===== config.mk =====
export PLATFORM = sky130hd
export DESIGN_NAME = befehl_abruf
export DESIGN_NICKNAME = d
export VERILOG_FILES = /design/src/rtl/befehl_abruf_pkg.sv /design/src/rtl/befehl_abruf.sv
export SDC_FILE = /design/constraint.sdc
export NUM_CORES = 1
export LEC_CHECK = 0
export CAP_MARGIN = 5
export CORE_ASPECT_RATIO = 1.5
export CORE_MARGIN = 4
export CORE_UTILIZATION = 25
export CTS_CLUSTER_SIZE = 20
export DETAILED_ROUTE_END_ITERATION = 7
export DONT_BUFFER_PORTS = 1
export PLACE_DENSITY = 0.5
export SYNTH_ARGS = -nofsm -noshare
export SYNTH_HDL_FRONTEND = slang
export SYNTH_SLANG_ARGS = --single-unit

===== constraint.sdc =====
create_clock -name Clock -period 2.4 [get_ports Clock]
set_input_delay 0.48 -clock Clock [delete_from_list [all_inputs] [get_ports Clock]]
set_output_delay 0.48 -clock Clock [all_outputs]
set_load 0.02 [all_outputs]

===== src/rtl/befehl_abruf_pkg.sv =====
// Shared types and constants for the instruction-fetch controller.
// Width defaults, the fetch state encoding and the all-ones address.
package befehl_abruf_pkg;

  localparam int ADRESS_BREITE_STD = 26;
  localparam int DATEN_BREITE_STD  = 32;

  // The PC's +1 turns this into address 0, so a jump to 0 writes this value.
  localparam logic [ADRESS_BREITE_STD-1:0] ALLE_EINSEN = '1;

  typedef enum logic [2:0] {
    LEERLAUF,
    ANFRAGE,
    HALTEN,
    SPRUNG,
    ABWARTEN
  } zustand_t;

endpackage


===== src/rtl/befehl_abruf.sv =====
// Instruction-fetch controller: one memory read per instruction, holds the word
// for decode, and redirects the external program counter on jump requests.
module befehl_abruf
  import befehl_abruf_pkg::*;
#(
  parameter int ADRESS_BREITE = ADRESS_BREITE_STD,
  parameter int DATEN_BREITE  = DATEN_BREITE_STD
) (
  input  logic                     Clock,
  input  logic                     Reset,
  input  logic [ADRESS_BREITE-1:0] AktuellerPC,
  output logic [ADRESS_BREITE-1:0] NeuerPC,
  output logic                     SchreibSignal,
  output logic                     TaktSignal,
  output logic [ADRESS_BREITE-1:0] SpeicherAdresse,
  output logic                     SpeicherLesen,
  input  logic                     SpeicherBereit,
  input  logic [DATEN_BREITE-1:0]  SpeicherDaten,
  output logic [DATEN_BREITE-1:0]  Befehl,
  output logic                     BefehlGueltig,
  input  logic                     BefehlAngenommen,
  input  logic                     Sprung,
  input  logic [ADRESS_BREITE-1:0] SprungZiel
);

  zustand_t                 zustand, zustand_next;
  logic [ADRESS_BREITE-1:0] neuer_pc_next;
  logic                     schreib_next;
  logic                     takt_next;
  logic [ADRESS_BREITE-1:0] adresse_next;
  logic                     lesen_next;
  logic [DATEN_BREITE-1:0]  befehl_next;
  logic                     gueltig_next;

  always_comb begin
    // NOTE: every variable gets a default before any branch, so no path can
    // leave one unassigned and infer a latch.
    zustand_next  = zustand;
    neuer_pc_next = NeuerPC;
    schreib_next  = 1'b0;
    takt_next     = 1'b0;
    adresse_next  = SpeicherAdresse;
    lesen_next    = SpeicherLesen;
    befehl_next   = Befehl;
    gueltig_next  = BefehlGueltig;

    if (Sprung) begin
      // The PC loads NeuerPC+1, so write the target minus one (wrapping).
      neuer_pc_next = SprungZiel - ADRESS_BREITE'(1);
      schreib_next  = 1'b1;
      takt_next     = 1'b1;
      gueltig_next  = 1'b0;
      if ((zustand == ANFRAGE || zustand == ABWARTEN) && !SpeicherBereit) begin
        zustand_next = ABWARTEN;
      end else begin
        zustand_next = SPRUNG;
        lesen_next   = 1'b0;
      end
    end else begin
      unique case (zustand)
        LEERLAUF: begin
          adresse_next = AktuellerPC;
          lesen_next   = 1'b1;
          zustand_next = ANFRAGE;
        end
        ANFRAGE: begin
          if (SpeicherBereit) begin
            befehl_next  = SpeicherDaten;
            gueltig_next = 1'b1;
            lesen_next   = 1'b0;
            takt_next    = 1'b1;
            zustand_next = HALTEN;
          end
        end
        HALTEN: begin
          if (BefehlAngenommen) begin
            gueltig_next = 1'b0;
            zustand_next = LEERLAUF;
          end
        end
        SPRUNG: begin
          zustand_next = LEERLAUF;
        end
        ABWARTEN: begin
          // Data of the abandoned read is dropped without stepping the PC.
          if (SpeicherBereit) begin
            lesen_next   = 1'b0;
            zustand_next = LEERLAUF;
          end
        end
        default: begin
          zustand_next = LEERLAUF;
        end
      endcase
    end
  end

  // NOTE: state uses non-blocking assignments so every register samples the
  // pre-edge values; reset here is synchronous and wins over every request.
  always_ff @(posedge Clock) begin
    if (Reset) begin
      zustand         <= LEERLAUF;
      NeuerPC         <= '0;
      SchreibSignal   <= 1'b0;
      TaktSignal      <= 1'b0;
      SpeicherAdresse <= '0;
      SpeicherLesen   <= 1'b0;
      Befehl          <= '0;
      BefehlGueltig   <= 1'b0;
    end else begin
      zustand         <= zustand_next;
      NeuerPC         <= neuer_pc_next;
      SchreibSignal   <= schreib_next;
      TaktSignal      <= takt_next;
      SpeicherAdresse <= adresse_next;
      SpeicherLesen   <= lesen_next;
      Befehl          <= befehl_next;
      BefehlGueltig   <= gueltig_next;
    end
  end

endmodule


Yosys cells after proc, flatten, opt, wreduce, memory -nomap -nowiden
Index checks and enable logic that the tools add are counted.

Add/sub/neg operators: 1. Eq/ne operators: 10. Muxes and demuxes: 17. Bitwise operators: 1. Reductions and logical operators: 13.

Operators with widths (count): $sub 26x1->26 const B (1); $mux 3 (5); $pmux 3 s4 (1); $reduce_and 3->1 (4); $mux 1 (9); $ne 3x3->1 const B (3); $ne 2x2->1 const B (3); $pmux 1 s2 (2); $reduce_or 2->1 (2); $eq 3x1->1 const B (1); $eq 3x2->1 const B (1); $eq 3x3->1 const B (1); $logic_not 3->1 (1); $ne 3x1->1 const B (1); $reduce_bool 3->1 (1); $reduce_and 2->1 (1); $reduce_bool 2->1 (1); $logic_and 1x1->1 (1); $logic_not 1->1 (1); $logic_or 1x1->1 (1); $not 1->1 (1).

Register bits after elaboration: 91. Output and inout bits: 88.

Logic depth before layout (Yosys ltp)
Depth in word-level cells: 5. Mapped depth: 7.

Worst setup path before layout
No wires, ideal clock.

Path type: in2reg. Start: input SprungZiel[0]. End: register NeuerPC[18]. Arrival time: 2.024 ns. Data required time: 2.309 ns. Slack: 0.285 ns. Stages on the path: 7. Cells stage by stage: inv_1 -> ha_1 -> nor3b_2 -> nand4b_1 -> buf_2 -> or4_1 -> a311oi_1.

Longest elaborated chain between the ends: 1.

Ends and longest elaborated chain: from (decl) (line befehl_abruf.sv:23) `input logic [ADRESS_BREITE-1:0] SprungZiel`; $sub 26x1->26 (line befehl_abruf.sv:49) `neuer_pc_next = SprungZiel - ADRESS_BREITE'(1);`; to (signal assigned) (line befehl_abruf.sv:112) `NeuerPC <= neuer_pc_next;`; to (decl) (line befehl_abruf.sv:12) `output logic [ADRESS_BREITE-1:0] NeuerPC,`.

Every way passes these cells. A chain may end at the register's enable or synchronous reset.

Worst setup path after layout
Start: input SprungZiel[7]. End: register NeuerPC[23].

The elaborated chain is that of the path after synthesis.

==> out/results.ini <==
[final_layout]
fin_cells = 640
drive_above_1_share_pct = 5.86
diodes = 0
finish.instance_area_mm2 = 0.00413
area_growth_pct = 12.0
fin_nets = 530

[timing]
tns_ns = 0
max_freq_mhz = 514
rsz0062_at_grt = no
max-slew-margin-rel_pct = 41.8
min_period_ns = 1.94
hold_violations = 0
skew_ns = 0.00632
setup_ws_ns = 0.455
tightest_slew_ns = 0.873
post-route-period-util_pct = 81.0
finalSetupViolCount = 0
finalMaxSlewViolations = 0

[cts]
clk_pin_slew_ns = 0.07
clock_tree.buffer_depth = 2
cts_resized = 0
hold_buffers = 0
root_buffer = clkbuf_16
clkLatencyLatePin_ns = 0.34
cts_sinks = 91
cts_tree = yes
htreeDepth = 3
cts_buffers = 9
postCtsSetupBuffers = 0

[run_status]
outcome = completed

[critical_path]
worstPathRequired_ns = 2.64
worst_setup_path_start_kind = input pin
cp_top_family = simple AND/OR/NAND/NOR gates
path_class = input pin to register
path_max_fanout = 13
crit_slowest_cell = or4_1
arrival_ns = 2.18
worstPathCellList = nor4_4 > nand4b_1 > buf_4 > or4_1 > a311oi_1
cpPeakStageDelay_ns = 0.50
critPathBufInv = 1
end_kind = register

[place]
pre_cts_ws_ns = 0.110
dpl_cell_area_mm2 = 0.00386
placed_cells = 625
dp_hpwl_um = 7450
gp_congestion = 0.728
port_buffers = 0

[floorplanning]
initial_core_util_pct = 25.4
die_area_mm2 = 0.0168
rows = 54
die_h_um = 157
ioPinCount = 177
core_area_mm2 = 0.0145
die_w_um = 107

[yosys]
synth_warnings = 0
seq_area_frac_synth_pct = 49.4
ys_async_sr_fraction_pct = 0
synth_top_area_share_pct = 49.4
synth_edf_count = 0
syn-mean-instance-area_um2 = 8.06
synth_fp_nets = 548
synth_cell_type_count = 39
synth_ff_type = dfxtp_1
syn_inst = 458
synth_area_leader_cell = dfxtp_1
synth-seq-cells = 91
synth_area_leaders = dfxtp_1 (49%), nand2_1 (13%), a21oi_1 (8.0%)
synth.cell_area_mm2 = 0.00369

[grt]
overflow = 0
antenna_found_initial = 0
grt_pass1_wl_um = 15100
grt.total_usage_pct = 11.5
grt_max_degree = 92
grt_pass1_vias = 2855

[detailed_routing]
antenna_left = 0
wire_per_inst_um = 16.0
drc = 0
dr.pass1.iters = 4
viasPerCell = 4.88
vias = 3125
totalWireLength_um = 10300
drtIter0Drc = 136

[job]
cap_violations = 0

[power_and_ir_drop]
ir_worst_vdd_v = 0.000293
power_density_mw_per_mm2 = 791
p_leak_nw = 1.31
power_mw = 3.27

[worst_hold_path]
hold_path_class = input pin to register

[final timing paths]
| kind | from | to | slack [ns] | depth (start not counted) |
|---|---|---|---|---|
| setup / recovery | SprungZiel[7] | NeuerPC[23] | 0.46 | 5 |
| hold / removal | Reset | Befehl[14] | 0.21 | 1 |
| setup reg to reg | zustand[0] | SpeicherAdresse[12] | 0.61 | 3 |
| hold reg to reg | Befehl[27] | Befehl[27] | 0.55 | 2 |
[cell families after synthesis]
family	count (synthesis)	share of synthesized area, %
muxes	1	0.305
buffers and inverters	40	4.14
xor gates and xnor gates	8	1.90
adders and majority gates	1	0.339
DFF	91	49.4
AOI/OAI and AO/OA	108	18.1
and+or+nand+nor	209	25.9
[synth_stat cells (all sizes together) (4+ instances only)]
library cell / number
nand2: 126
buf: 5
inv: 4
nand4b: 4
nor2: 35
a311oi: 14
clkbuf: 31
or3: 6
or4: 10
dfxtp: 91
o31ai: 7
nor4: 11
a21oi: 59
xor2: 5
a211oi: 10
o21ai: 8
[metrics by stage]
stage / hold WS, ns / util (%)
global route: 0.186 / 28.4
global placement: 0.540 / 26.6
CTS: 0.185 / 28.4
floorplan: 0.535 / -
finish: 0.211 / 28.4
detailed placement: 0.545 / 26.6
[area by class of cell]
cell class	instances	area (um^2)
Inverter	4	15.0
Timing Repair Buffer	7	52.6
Multi-Input combinational cell	327	1720
Fill cell	1579	10400
Sequential cell	91	1820
Tap cell	196	245
Clock inverter	6	48.8
Clock buffer	9	225
[power by group]
group / leakage, nW / internal [mW] / switching, mW
clock network: 0.125 / 0.705 / 0.611
logic: 0.443 / 0.0889 / 0.109
registers: 0.745 / 1.59 / 0.165
total: 1.31 / 2.39 / 0.885
[cell usage in the layout, fill, tap and decap left out, types with 2 or more instances in the layout]
master,count
nand2_1,126
dfxtp_1,91
a21oi_1,59
nor2_1,35
a311oi_1,14
or4_1,10
a211oi_1,10
nor4_1,9
clkbuf_16,9
o21ai_0,8
o31ai_1,7
buf_4,7
or3_1,6
xor2_1,5
inv_1,4
nand4b_1,4
nor3_1,3
nand3_1,3
a31oi_1,3
xnor2_1,3
clkinvlp_4,3
nor4_4,2
nand3b_1,2
nor2b_1,2
nand2b_1,2
o311a_1,2
inv_6,2
[routing by layer]
| metal | part of all wire, % | vias to the layer above | track usage (%) |
|---|---|---|---|
| met4 | 2.0 | 0 | 5.42 |
| met1 | 37 | 1428 | 11.9 |
| met5 | 0 | - | 0 |
| met2 | 50 | 131 | 19.9 |
| li1 | - | 1554 | - |
| met3 | 10 | 12 | 4.70 |
[sequential cells by signal, summed over array words and instances (netlist names)]
signal / flops
TaktSignal: 1
SpeicherAdresse: 26
SpeicherLesen: 1
SchreibSignal: 1
zustand: 3
Befehl: 32
BefehlGueltig: 1
NeuerPC: 26
(Power assumes the default switching activity.)
